[src/rtl/beamformer_sequencer_if.sv]
// Control bus between the beamformer sequencer and the rest of the array.
// Carries the start/status inputs (go, valid_all, done_all, out_ready) and
// every control output the sequencer drives: signal RAM read port, the
// common channel control bus, sum-out RAM addressing and the valid/ready
// handshake toward the UART packer.
//   master : sequencer side (drives the control outputs)
//   slave  : channel array / packer / testbench side
interface beamformer_sequencer_if;
  logic        go;
  logic        valid_all;
  logic        done_all;
  logic        out_ready;
  logic [10:0] signal_addr;
  logic        signal_rden;
  logic        chan_rst;
  logic        chan_start;
  logic [10:0] readin_addr;
  logic        output_read_en;
  logic        startbeamformer;
  logic [1:0]  slice_state;
  logic [15:0] sample_index;
  logic        sumouten;
  logic [9:0]  sumout_addr;
  logic        sum_capture;
  logic        out_valid;
  logic        busy;
  logic        done;

  modport master (
    input  go, valid_all, done_all, out_ready,
    output signal_addr, signal_rden, chan_rst, chan_start, readin_addr,
           output_read_en, startbeamformer, slice_state, sample_index,
           sumouten, sumout_addr, sum_capture, out_valid, busy, done
  );

  modport slave (
    output go, valid_all, done_all, out_ready,
    input  signal_addr, signal_rden, chan_rst, chan_start, readin_addr,
           output_read_en, startbeamformer, slice_state, sample_index,
           sumouten, sumout_addr, sum_capture, out_valid, busy, done
  );
endinterface

[src/rtl/beamformer_sequencer.sv]
// Phase controller for the 8-channel delay-and-sum beamformer.
// Steps the array through signal load, filtering, filter flush, beamforming
// slice scheduling and summed-result readout.
// Ports:
//   clk   - system clock, rising edge
//   rst_n - asynchronous active-low reset
//   bus   - control bus (master side), see beamformer_sequencer_if
// Every control output is a flop: the next-state process computes the next
// value of each output alongside the next state, so nothing on the bus is
// combinational from an input. Outputs not touched in a state hold.
module beamformer_sequencer #(
  parameter int SIG_DEPTH = 2048,
  parameter int FLUSH_CYC = 6,
  parameter int OUT_LEN   = 540
) (
  input  logic clk,
  input  logic rst_n,
  beamformer_sequencer_if.master bus
);
  localparam int FCW = (FLUSH_CYC > 1) ? $clog2(FLUSH_CYC) : 1;
  localparam logic [FCW-1:0] FLUSH_LAST = FCW'(FLUSH_CYC - 1);
  localparam logic [10:0]    SIG_LAST   = 11'(SIG_DEPTH - 1);
  localparam logic [9:0]     OUT_LAST   = 10'(OUT_LEN - 1);

  typedef enum logic [3:0] {
    IDLE, LOAD, FILTER, FLUSH, BEAM, SUM_ADDR, SUM_WAIT, SUM_OUT, DONE
  } state_t;

  typedef struct packed {
    logic [10:0] signal_addr;
    logic        signal_rden;
    logic        chan_rst;
    logic        chan_start;
    logic [10:0] readin_addr;
    logic        output_read_en;
    logic        startbeamformer;
    logic [1:0]  slice_state;
    logic [15:0] sample_index;
    logic        sumouten;
    logic [9:0]  sumout_addr;
    logic        sum_capture;
    logic        out_valid;
    logic        busy;
    logic        done;
  } ctl_t;

  // sample_index idles at all-ones so the first increment lands on 0
  localparam ctl_t CTL_RST = '{sample_index: 16'hFFFF, default: '0};

  state_t         state_q, state_d;
  ctl_t           q, nx;
  logic [FCW-1:0] flush_q, flush_d;
  logic           rel_q;  // low during the first clock after reset release

  // readin_addr saturates instead of wrapping so a long valid_all burst can
  // never alias back onto low addresses within a run
  function automatic logic [10:0] rd_inc(input logic [10:0] a);
    return (a == 11'h7FF) ? a : a + 11'd1;
  endfunction

  always_ff @(posedge clk or negedge rst_n) begin
    if (!rst_n) begin
      state_q <= IDLE;
      flush_q <= '0;
      rel_q   <= 1'b0;
      q       <= CTL_RST;
    end else begin
      state_q <= state_d;
      flush_q <= flush_d;
      rel_q   <= 1'b1;
      q       <= nx;
    end
  end

  always_comb begin
    state_d        = state_q;
    flush_d        = flush_q;
    nx             = q;
    nx.sum_capture = 1'b0;
    case (state_q)
      IDLE, DONE: begin
        if (bus.go && rel_q) begin
          state_d        = LOAD;
          nx.signal_rden = 1'b1;
          nx.chan_rst    = 1'b1;
          nx.signal_addr = '0;
          nx.readin_addr = '0;
          nx.busy        = 1'b1;
          nx.done        = 1'b0;
        end
      end
      LOAD: begin
        state_d        = FILTER;
        nx.chan_start  = 1'b1;
        nx.signal_rden = 1'b1;
        flush_d        = '0;
      end
      FILTER: begin
        if (bus.valid_all) nx.readin_addr = rd_inc(q.readin_addr);
        if (q.signal_addr == SIG_LAST) state_d = FLUSH;
        else nx.signal_addr = q.signal_addr + 11'd1;
      end
      FLUSH: begin
        if (flush_q == FLUSH_LAST) begin
          state_d            = BEAM;
          nx.readin_addr     = '0;
          nx.chan_rst        = 1'b0;
          nx.chan_start      = 1'b0;
          nx.signal_rden     = 1'b0;
          nx.startbeamformer = 1'b1;
          nx.output_read_en  = 1'b1;
          nx.slice_state     = 2'd0;
        end else begin
          flush_d = flush_q + FCW'(1);
          if (bus.valid_all) nx.readin_addr = rd_inc(q.readin_addr);
        end
      end
      BEAM: begin
        // done_all wins over the slice update in the same cycle
        if (bus.done_all) begin
          state_d            = SUM_ADDR;
          nx.sumout_addr     = '0;
          nx.startbeamformer = 1'b0;
          nx.output_read_en  = 1'b0;
          nx.sumouten        = 1'b1;
        end else begin
          nx.slice_state = q.slice_state + 2'd1;
          if (q.slice_state != 2'd0) nx.sample_index = q.sample_index + 16'd1;
          if (q.slice_state == 2'd3) nx.readin_addr  = rd_inc(q.readin_addr);
        end
      end
      SUM_ADDR: begin
        // address is on the RAM this cycle; data appears next cycle
        state_d        = SUM_WAIT;
        nx.sum_capture = 1'b1;
      end
      SUM_WAIT: begin
        state_d      = SUM_OUT;
        nx.out_valid = 1'b1;
      end
      SUM_OUT: begin
        if (bus.out_ready) begin
          nx.out_valid = 1'b0;
          if (q.sumout_addr == OUT_LAST) begin
            state_d         = DONE;
            nx.sumout_addr  = '0;
            nx.sumouten     = 1'b0;
            nx.busy         = 1'b0;
            nx.done         = 1'b1;
            nx.sample_index = 16'hFFFF;
            nx.slice_state  = 2'd0;
          end else begin
            state_d        = SUM_ADDR;
            nx.sumout_addr = q.sumout_addr + 10'd1;
          end
        end
      end
      default: state_d = IDLE;
    endcase
  end

  assign bus.signal_addr     = q.signal_addr;
  assign bus.signal_rden     = q.signal_rden;
  assign bus.chan_rst        = q.chan_rst;
  assign bus.chan_start      = q.chan_start;
  assign bus.readin_addr     = q.readin_addr;
  assign bus.output_read_en  = q.output_read_en;
  assign bus.startbeamformer = q.startbeamformer;
  assign bus.slice_state     = q.slice_state;
  assign bus.sample_index    = q.sample_index;
  assign bus.sumouten        = q.sumouten;
  assign bus.sumout_addr     = q.sumout_addr;
  assign bus.sum_capture     = q.sum_capture;
  assign bus.out_valid       = q.out_valid;
  assign bus.busy            = q.busy;
  assign bus.done            = q.done;
endmodule

[src/flat_wrapper.sv]
// flat-port wrapper written by rule: the top's interface ports become plain ports
module beamformer_sequencer_flat 
#(
  parameter int SIG_DEPTH = 2048,
  parameter int FLUSH_CYC = 6,
  parameter int OUT_LEN   = 540
)
  (clk, rst_n, bus_go, bus_valid_all, bus_done_all, bus_out_ready, bus_signal_addr, bus_signal_rden, bus_chan_rst, bus_chan_start, bus_readin_addr, bus_output_read_en, bus_startbeamformer, bus_slice_state, bus_sample_index, bus_sumouten, bus_sumout_addr, bus_sum_capture, bus_out_valid, bus_busy, bus_done);
  beamformer_sequencer_if bus_i ();
  input  logic clk;
  input  logic rst_n;
  input wire logic [$bits(bus_i.go)-1:0] bus_go;
  input wire logic [$bits(bus_i.valid_all)-1:0] bus_valid_all;
  input wire logic [$bits(bus_i.done_all)-1:0] bus_done_all;
  input wire logic [$bits(bus_i.out_ready)-1:0] bus_out_ready;
  output wire logic [$bits(bus_i.signal_addr)-1:0] bus_signal_addr;
  output wire logic [$bits(bus_i.signal_rden)-1:0] bus_signal_rden;
  output wire logic [$bits(bus_i.chan_rst)-1:0] bus_chan_rst;
  output wire logic [$bits(bus_i.chan_start)-1:0] bus_chan_start;
  output wire logic [$bits(bus_i.readin_addr)-1:0] bus_readin_addr;
  output wire logic [$bits(bus_i.output_read_en)-1:0] bus_output_read_en;
  output wire logic [$bits(bus_i.startbeamformer)-1:0] bus_startbeamformer;
  output wire logic [$bits(bus_i.slice_state)-1:0] bus_slice_state;
  output wire logic [$bits(bus_i.sample_index)-1:0] bus_sample_index;
  output wire logic [$bits(bus_i.sumouten)-1:0] bus_sumouten;
  output wire logic [$bits(bus_i.sumout_addr)-1:0] bus_sumout_addr;
  output wire logic [$bits(bus_i.sum_capture)-1:0] bus_sum_capture;
  output wire logic [$bits(bus_i.out_valid)-1:0] bus_out_valid;
  output wire logic [$bits(bus_i.busy)-1:0] bus_busy;
  output wire logic [$bits(bus_i.done)-1:0] bus_done;
  assign bus_i.go = bus_go;
  assign bus_i.valid_all = bus_valid_all;
  assign bus_i.done_all = bus_done_all;
  assign bus_i.out_ready = bus_out_ready;
  assign bus_signal_addr = bus_i.signal_addr;
  assign bus_signal_rden = bus_i.signal_rden;
  assign bus_chan_rst = bus_i.chan_rst;
  assign bus_chan_start = bus_i.chan_start;
  assign bus_readin_addr = bus_i.readin_addr;
  assign bus_output_read_en = bus_i.output_read_en;
  assign bus_startbeamformer = bus_i.startbeamformer;
  assign bus_slice_state = bus_i.slice_state;
  assign bus_sample_index = bus_i.sample_index;
  assign bus_sumouten = bus_i.sumouten;
  assign bus_sumout_addr = bus_i.sumout_addr;
  assign bus_sum_capture = bus_i.sum_capture;
  assign bus_out_valid = bus_i.out_valid;
  assign bus_busy = bus_i.busy;
  assign bus_done = bus_i.done;
  beamformer_sequencer #(.SIG_DEPTH(SIG_DEPTH), .FLUSH_CYC(FLUSH_CYC), .OUT_LEN(OUT_LEN)) u_core (.clk(clk), .rst_n(rst_n), .bus(bus_i));
endmodule
[config.mk]
export PLATFORM = sky130hd
export DESIGN_NAME = beamformer_sequencer_flat
export DESIGN_NICKNAME = d
export VERILOG_FILES = /design/src/rtl/beamformer_sequencer_if.sv /design/src/rtl/beamformer_sequencer.sv /design/src/flat_wrapper.sv
export SDC_FILE = /design/constraint.sdc
export NUM_CORES = 1
export LEC_CHECK = 0
export ABC_AREA = 1
export CORE_MARGIN = 1.5
export CORE_UTILIZATION = 59
export CTS_CLUSTER_SIZE = 30
export DETAILED_ROUTE_END_ITERATION = 12
export HOLD_SLACK_MARGIN = 0.15
export PLACE_DENSITY = 0.91
export SYNTH_ARGS = -nofsm -noshare
export SYNTH_HDL_FRONTEND = slang
export SYNTH_SLANG_ARGS = --single-unit
[constraint.sdc]
create_clock -name clk -period 4.23 [get_ports clk]
set_input_delay 0.846 -clock clk [delete_from_list [all_inputs] [get_ports clk]]
set_output_delay 0.846 -clock clk [all_outputs]
set_load 0.005 [all_outputs]
==> results of run 1 <==
-- final timing paths --
kind,to,depth (start not counted)
setup / recovery,bus_sample_index[0],1
hold / removal,u_core.bus.sample_index[15]$_DFFE_PN1P_,2
setup reg to reg,u_core.bus.readin_addr[1]$_DFFE_PN0P_,8
hold reg to reg,u_core.bus.sample_index[15]$_DFFE_PN1P_,2
max in group asynchronous,u_core.rel_q$_DFF_PN0_,2
min in group asynchronous,u_core.bus.sumout_addr[6]$_DFFE_PN0P_,1
-- layout make-up --
type,instances,area (sq um),area share (%)
Sequential cell,67,1700,32.1
Timing Repair Buffer,66,653,12.3
Inverter,70,263,4.96
Clock buffer,11,151,2.86
Clock inverter,5,85.1,1.61
Multi-Input combinational cell,492,2320,43.8
Tap cell,99,124,2.34
-- sequential cells by signal, summed over array words and instances (netlist names), 2 cells and up --
name,flops
u_core.bus.sample_index,16
u_core.bus.readin_addr,11
u_core.bus.signal_addr,11
u_core.bus.sumout_addr,10
u_core.state_q,4
u_core.flush_q,3
u_core.bus.slice_state,2
-- power by group --
| group | switching, W | internal, W | leakage [nW] |
|---|---|---|---|
| logic | 0.000895 | 0.000614 | 1.63 |
| registers | 0.000247 | 0.000875 | 0.839 |
| clock network | 0.000263 | 0.000366 | 0.116 |
-- per-layer routing --
layer  vias up  global-route usage [%]  routed length [microns]
met2       190                    47.9                     5260
li1       2160                       -                        -
met4         0                    11.8                      197
met1      2092                    37.6                     4530
met5         -                       0                        0
met3        24                    6.00                      696
-- stage by stage --
step | util (%) | power [W] | setup slack, ns | cell area [sq um]
6_report | 73.8 | 0.00326 | 1.91 | 5290
3_3_place_gp | 70.5 | 0.00254 | 1.88 | 5060
2_1_floorplan | - | 0.00207 | 2.54 | 4350
5_1_grt | 73.8 | 0.00352 | 1.85 | 5290
3_5_place_dp | 70.5 | 0.00261 | 1.86 | 5060
4_1_cts | 73.8 | 0.00325 | 1.90 | 5290
-- layout by cell type (no fill, tap or decap), drive strengths merged --
cell	Yosys	routed
buf	8	2
o31ai	1	1
dfstp	16	16
xor2	5	5
nor2	62	62
inv	70	70
a21boi	1	1
dfrtp	51	51
ha	8	8
clkinvlp	0	1
o21ai	30	30
clkdlybuf4s50	0	64
conb	1	1
a21oi	10	10
nand4	18	18
clkinv	0	2
nand3	67	67
bufinv	0	2
xnor2	2	2
o21a	3	3
clkbuf	3	11
or2	10	10
nand2	265	265
and3	1	1
nor3	6	6
nand3b	2	2
-- cell families after synthesis --
group,share of synthesized area (%)
other,0.0861
AOI/OAI and AO/OA,5.55
and+or+nand+nor,43.9
adders and majority gates,2.30
DFF,39.0
buffers and inverters,7.73
xor gates and xnor gates,1.41
==> flow_summary.toml, run 1 <==
[global_route]
grt_pass1_vias = 4065
grt_max_degree = 39
grt-ovfl-total = 0
grt_pass1_wl_microns = 18000
grt_usage_pct = 29.1
antenna_found_initial = 0

[clocking]
post_cts_buffers = 0
clkSlewWorstSetupHoldPaths_ns = 0.08
cts.path.max_buffers = 2
cts-resized-gates = 0
htree_levels = 3
cts_tree = "done"
cts_sinks = 67
hold_buffers = 0
cts-root-buf = "clkbuf_8"
clk_latency_ns = 0.36
cts_made_buffers = 9

[detailed_routing]
vias_per_cell = 5.51
route.detailed.drc = 0
antenna_left = 0
drt_iter0_markers = 305
drtPass1Iterations = 5
drt_wl_total_microns = 10700
avgRoutedWirePerCell_microns = 13.2
vias = 4466

[setup_path]
arrival_ns = 1.48
required_ns = 3.38
crit_slowest_cell = "dfstp_2"
path_buf_inv = 1
cp_max_fo = 7
slowest_delay_ns = 0.60
crit_path_start_kind = "flop"
startpoint = "u_core.bus.sample_index[0]$_DFFE_PN1P_"
cp-end-kind = "primary output"
cp_cell_sequence = "clkdlybuf4s50_1"
setup.worst_path.class = "flop to primary output"
r2r_start = "u_core.bus.readin_addr[0]$_DFFE_PN0P_"
crit_family = "flip-flops"
reg2reg_slack_ns = 2.18

[floorplanning]
rows = 31
ios = 66
die_w_microns = 88.9
core_area_sq_mm = 0.00718
start_util_pct = 60.7
die_y_microns = 88.9
die_area_sq_mm = 0.00790

[synthesis]
synth_area_per_cell_sq_um = 6.80
yosys-top-cells-count = "nand2_1 (253), inv_1 (67), nand3_1 (63)"
ys.flop_type = "dfrtp_1"
syn-cell-area_sq_mm = 0.00435
synth_top_area_share_pct = 29.3
synthesis.instances = 640
yosys_warnings = 0
synth-async-reset-ratio_pct = 100
synth_seq_area_share_pct = 39.0
synth_nets = 654
synth.area.top_cells = "dfrtp_1 (29%), nand2_1 (22%), dfstp_2 (9.7%)"
synth.most_common_cell = "nand2_1"
synth.ff_latch_count = 67
synth_top_cell_by_area = "dfrtp_1"
synth_edf_count = 0
yosysUniqueCellTypes = 32

[hold_path]
hp-class = "flop to flop"
hold_start = "u_core.bus.sample_index[15]$_DFFE_PN1P_"

[pwr]
power_leakage_nw = 2.59
p_per_area_mw_per_mm2 = 616
vdd_drop_max_v = 0.000356

[timing]
fin_crit_sh_pct = 54.9
period_needed_ns = 2.32
worst_pin_slew_ns = 0.685
slew_violations = 0
finalHoldViolCount = 0
rsz0062_at_grt = "false"
holdWs_ns = 0.492
fmax_ghz = 0.430
finalSetupViolCount = 0
tns_ns = 0
skew_ns = 0.00926
slew_headroom_pct = 54.3

[place]
portBuffers = 65
place_congestion = 0.900
place_inst = 794
hpwl_microns = 7470

[run_status]
status = "complete, no violations"

[layout]
fin_nets = 720
drive_gt1_share_pct = 9.70
final-instance-count-excl-fill = 810
diodes = 0
nFillCells = 547
syn_to_final_growth_pct = 21.6

[flow_run]
maxCapViolations = 0
Power figures use the tool's default switching activity.
==> run 2, diff against run 1 <==
--- a/config.mk
+++ b/config.mk
@@ -7,11 +7,11 @@
 export LEC_CHECK = 0
 export ABC_AREA = 1
 export CORE_MARGIN = 1.5
-export CORE_UTILIZATION = 59
+export CORE_UTILIZATION = 55
 export CTS_CLUSTER_SIZE = 30
 export DETAILED_ROUTE_END_ITERATION = 12
 export HOLD_SLACK_MARGIN = 0.15
-export PLACE_DENSITY = 0.91
+export PLACE_DENSITY = 0.86
 export SYNTH_ARGS = -nofsm -noshare
 export SYNTH_HDL_FRONTEND = slang
 export SYNTH_SLANG_ARGS = --single-unit
==> constraint.sdc (replaced) <==
create_clock -name clk -period 2.31 [get_ports clk]
set_input_delay 0.462 -clock clk [delete_from_list [all_inputs] [get_ports clk]]
set_output_delay 0.462 -clock clk [all_outputs]
set_load 0.005 [all_outputs]
==> run 2 against run 1 <==
Design area fell by 0.28%. First-iteration DRC count shrank 29%. Global-route usage decreased by 2.3 points. Combinational power grew 83%. Highest routed layer unchanged.
==> flow_summary.toml, run 2 (synthesized netlist as in run 1, its figures left out) <==
[detailed_routing]
drt_iter0_markers = 218
drt_wl_total_microns = 10600
vias_per_cell = 5.36
route.detailed.drc = 0
avgRoutedWirePerCell_microns = 13.0
antenna_left = 0
vias = 4377
drtPass1Iterations = 6

[timing]
slew_violations = 0
period_needed_ns = 1.94
skew_ns = 0.0101
tns_ns = 0
fin_ws_ns = 0.369
fin_crit_sh_pct = 84.0
finalHoldViolCount = 0
finalSetupViolCount = 0
rsz0062_at_grt = "false"
holdWs_ns = 0.425
fmax_ghz = 0.515

[clocking]
htree_levels = 3
cts-root-buf = "clkbuf_8"
cts_sinks = 67
cts-resized-gates = 0
cts_made_buffers = 9
cts_tree = "done"
clkSlewWorstSetupHoldPaths_ns = 0.09
post_cts_buffers = 0
clk_latency_ns = 0.36
cts.path.max_buffers = 2

[place]
pre_cts_slack_ns = 0.329
hpwl_microns = 7630
portBuffers = 65
place_congestion = 0.873

[run_status]
status = "complete, no violations"

[global_route]
grt_pass1_wl_microns = 18300
grt_max_degree = 35
grt_pass1_vias = 3986
grt-ovfl-total = 0
antenna_found_initial = 0
grt_usage_pct = 26.8

[layout]
fin_util_pct = 68.7
fin_nets = 724
most-common-layout-cells = "nand2_1 (253), inv_1 (67), clkdlybuf4s50_1 (64)"
largest_reg_flops = 16
diodes = 0
nFillCells = 672
layout_commonest_cell = "nand2_1"
syn_to_final_growth_pct = 21.2
drive_gt1_share_pct = 10.1

[setup_path]
setup.worst_path.class = "flop to primary output"
slowest_delay_ns = 0.61
required_ns = 1.85
cp_max_fo = 7
crit_family = "flip-flops"
arrival_ns = 1.48
path_buf_inv = 1
cp_cell_sequence = "clkdlybuf4s50_1"
crit_path_start_kind = "flop"
cp-end-kind = "primary output"
crit_slowest_cell = "dfstp_2"

[floorplanning]
die_area_sq_mm = 0.00846
die_y_microns = 92.0
rows = 32
die_w_microns = 92.0
core_area_sq_mm = 0.00769
ios = 66
start_util_pct = 56.6

[pwr]
vdd_drop_max_v = 0.000760
p_per_area_mw_per_mm2 = 1090
power_leakage_nw = 2.57

[flow_run]
maxCapViolations = 0

[hold_path]
hp-class = "input port to asynchronous set/reset pin"
-- run 2: cell types whose count changed in the layout (fill, tap and decap cells not counted), sizes merged --
cell and change:
buf +3, bufinv -2, clkbuf -1, clkinv -2
clkinvlp +3, dlygate4sd3 +1, inv +2
-- run 2: through the flow --
step / power [W] / area [sq um] / cells
finish: 0.00575 / 5280 / 817
global route: 0.00621 / 5280 / 817
CTS: 0.00575 / 5280 / 817
detailed placement: 0.00481 / 5080 / 800
global placement: 0.00468 / 5080 / 800
floorplan: 0.00378 / 4350 / 640
-- run 2: final timing paths --
path                                                         startpoint                                 endpoint  slack (ns)  depth (start not counted)
worst min register to register  u_core.bus.sample_index[15]$_DFFE_PN1P_  u_core.bus.sample_index[15]$_DFFE_PN1P_        0.49                          2
worst max register to register    u_core.bus.sumout_addr[0]$_DFFE_PN0P_  u_core.bus.sample_index[10]$_DFFE_PN1P_        0.38                          9
worst max-delay path             u_core.bus.sample_index[2]$_DFFE_PN1P_                      bus_sample_index[2]        0.37                          1
worst min-delay path                                              rst_n    u_core.bus.sumout_addr[5]$_DFFE_PN0P_        0.42                          2
min in group clk                u_core.bus.sample_index[15]$_DFFE_PN1P_  u_core.bus.sample_index[15]$_DFFE_PN1P_        0.49                          2
max in group asynchronous                                         rst_n  u_core.bus.sample_index[15]$_DFFE_PN1P_        1.21                          3
-- run 2: what timing repair did --
item | CTS | global route
endpoints found under the setup margin | 0 | 0
hold endpoints to repair | 3 | 0
hold buffers | 1 | 0
-- run 2: where the power goes --
part / switching (W) / internal, W
logic: 0.00163 / 0.00115
registers: 0.000446 / 0.00160
clock network: 0.000506 / 0.000425
-- run 2: cell type report --
| cell class | count | area (sq um) | share of cell area (%) |
|---|---|---|---|
| timing repair buffer | 70 | 686 | 13.0 |
| multi-input combinational | 492 | 2320 | 44.0 |
| clock inverter | 6 | 47.5 | 0.901 |
| inverter | 70 | 263 | 4.98 |
| sequential | 67 | 1700 | 32.1 |
| tap | 102 | 128 | 2.42 |
| clock buffer | 10 | 138 | 2.61 |
-- run 2: layer usage --
layer,global-route usage (%),wire length [microns],vias to the layer above
met1,35.8,4580,2027
met2,44.9,5280,171
met4,9.49,137,0
li1,-,-,2161
met5,0,0,-
met3,3.40,643,18
==> run 3, diff against run 2 <==
--- a/config.mk
+++ b/config.mk
@@ -7,11 +7,11 @@
 export LEC_CHECK = 0
 export ABC_AREA = 1
 export CORE_MARGIN = 1.5
-export CORE_UTILIZATION = 55
+export CORE_UTILIZATION = 50
 export CTS_CLUSTER_SIZE = 30
 export DETAILED_ROUTE_END_ITERATION = 12
 export HOLD_SLACK_MARGIN = 0.15
-export PLACE_DENSITY = 0.86
+export PLACE_DENSITY = 0.83
 export SYNTH_ARGS = -nofsm -noshare
 export SYNTH_HDL_FRONTEND = slang
 export SYNTH_SLANG_ARGS = --single-unit
==> constraint.sdc (replaced) <==
create_clock -name clk -period 1.7 [get_ports clk]
set_input_delay 0.34 -clock clk [delete_from_list [all_inputs] [get_ports clk]]
set_output_delay 0.34 -clock clk [all_outputs]
set_load 0.005 [all_outputs]
==> run 3 against run 2 <==
Total power rose by 60%. Die area rose by 9.7%. Design area rose by 13%. Hold slack improved by 0.068 ns. Non-clock buffer count rose by 57. Utilization rose by 2.9 points. Global-route usage fell by 0.70 points. Clock power rose by 79%. Via count rose by 7.1%. Critical endpoint is now bus_sumout_addr[2]. Largest cell class unchanged.
==> flow_summary.toml, run 3 (synthesized netlist as in run 1, its figures left out) <==
[run_status]
status = "complete, no violations"

[pwr]
total_power_w = 0.00919
power_leakage_nw = 3.02
p_per_area_mw_per_mm2 = 1540
vdd_drop_max_v = 0.000872

[place]
placedInstanceArea_sq_mm = 0.00533
hpwl_microns = 7700
place_congestion = 0.932
pre_cts_slack_ns = -0.0000600
portBuffers = 65

[layout]
final_area_sq_mm = 0.00597
regArea_sq_mm = 0.00172
drive_gt1_share_pct = 21.2
multi_input_area_sq_mm = 0.00245
layout_commonest_cell = "nand2_1"
largest_reg_flops = 16
fin_nets = 782
diodes = 0
most-common-layout-cells = "nand2_1 (250), inv_1 (66), nand3_1 (61)"
nFillCells = 646
syn_to_final_growth_pct = 37.1

[timing]
fmax_ghz = 0.590
rsz0062_at_grt = "true"
finalSetupViolCount = 0
period_needed_ns = 1.70
finalHoldViolCount = 0
slew_violations = 0
fin_crit_sh_pct = 99.7
fin_ws_ns = 0.00461
skew_ns = 0.0166

[hold_path]
holdPathStages = 2
hold_path_end = "u_core.bus.sample_index[15]$_DFFE_PN1P_"
hp-class = "flop to flop"
hold_start = "u_core.bus.sample_index[15]$_DFFE_PN1P_"

[clocking]
cts_sinks = 67
cts-root-buf = "clkbuf_8"
htree_levels = 3
cts_tree = "done"
clk_latency_ns = 0.35
cts_made_buffers = 9
cts.path.max_buffers = 2
clkSlewWorstSetupHoldPaths_ns = 0.08

[setup_path]
required_ns = 1.36
arrival_ns = 1.36
cp-end-kind = "primary output"
crit_slowest_cell = "clkdlybuf4s50_1"
cp_max_fo = 5
reg2regPathDepth = 9
setup.worst_path.class = "flop to primary output"
path_buf_inv = 1
r2r_start = "u_core.bus.sample_index[0]$_DFFE_PN1P_"
slowest_delay_ns = 0.56
crit_path_start_kind = "flop"
crit_family = "buffers and inverters"
reg2reg_slack_ns = 0.02
cp_cell_sequence = "clkdlybuf4s50_1"
rr_endpoint = "u_core.bus.sample_index[6]$_DFFE_PN1P_"

[detailed_routing]
vias = 4686
antenna_left = 0
drt_iter0_markers = 179
avgRoutedWirePerCell_microns = 13.8
drt_wl_total_microns = 12100
vias_per_cell = 5.34
drtPass1Iterations = 4
route.detailed.drc = 0

[global_route]
grt-ovfl-total = 0
grt_pass1_vias = 4362
antenna_found_initial = 0
grt_pass1_wl_microns = 18900
grt_usage_pct = 26.1
grt_max_degree = 68

[flow_run]
maxCapViolations = 0

[floorplanning]
ios = 66
rows = 33
die_w_microns = 96.3
die_area_sq_mm = 0.00927
core_area_sq_mm = 0.00834
start_util_pct = 52.2
die_y_microns = 96.3
## run 3: report_power, final
| group | total, W | leakage, nW | switching, W | internal, W |
|---|---|---|---|---|
| sequential | 0.00261 | 0.812 | 0.000436 | 0.00218 |
| clock | 0.00167 | 0.125 | 0.000655 | 0.00102 |
| combinational | 0.00490 | 2.08 | 0.00275 | 0.00215 |
| total | 0.00919 | 3.02 | 0.00384 | 0.00535 |
## run 3: area by class of cell
type,count,area share (%)
clock inverters,6,1.87
repair buffers,127,19.3
well taps,105,2.20
inverters,70,4.40
multi-input cells,493,41.1
clock buffers,10,2.31
flip-flops and latches,67,28.8
## run 3: layer usage
metal / wire [microns] / track usage (%) / part of all wire, %
met3: 835 / 6.56 / 6.9
met4: 323 / 10.7 / 2.7
met1: 5120 / 31.7 / 42
met2: 5800 / 44.1 / 48
met5: 0 / 0 / 0
## run 3: repair_timing
| item | in CTS | in global routing |
|---|---|---|
| endpoints found under the hold margin | 51 | 0 |
| setup endpoints to repair | 23 | 65 |
| hold buffers | 1 | 0 |
| resized for setup | 24 | 48 |
| pin swaps | 0 | 5 |
| setup buffers | 19 | 10 |
| gates cloned | 0 | 1 |
## run 3: worst max path at each step
stage	depth (start not counted)	startpoint	to	slack, ns
CTS	9	u_core.bus.sample_index[0]$_DFFE_PN1P_	u_core.bus.sample_index[6]$_DFFE_PN1P_	-0.02
finish	1	u_core.bus.sumout_addr[2]$_DFFE_PN0P_	bus_sumout_addr[2]	0.005
global placement	6	bus_go	u_core.state_q[1]$_DFFE_PN0P_	0.01
floorplan	8	u_core.bus.sample_index[0]$_DFFE_PN1P_	u_core.bus.sample_index[6]$_DFFE_PN1P_	0.09
global route	9	u_core.bus.sample_index[0]$_DFFE_PN1P_	u_core.bus.sample_index[6]$_DFFE_PN1P_	-0.05
detailed placement	6	bus_go	u_core.bus.signal_addr[4]$_DFFE_PN0P_	-0.00006
## run 3: through the flow
stage,cells,setup TNS (ns),hold WS [ns],util [%]
floorplan,640,0,0.0444,-
global placement,831,0,0.387,64.0
detailed placement,831,-0.0000600,0.387,64.0
CTS,867,-0.0215,0.499,68.7
global route,878,-0.408,0.527,71.5
finish,878,0,0.493,71.5
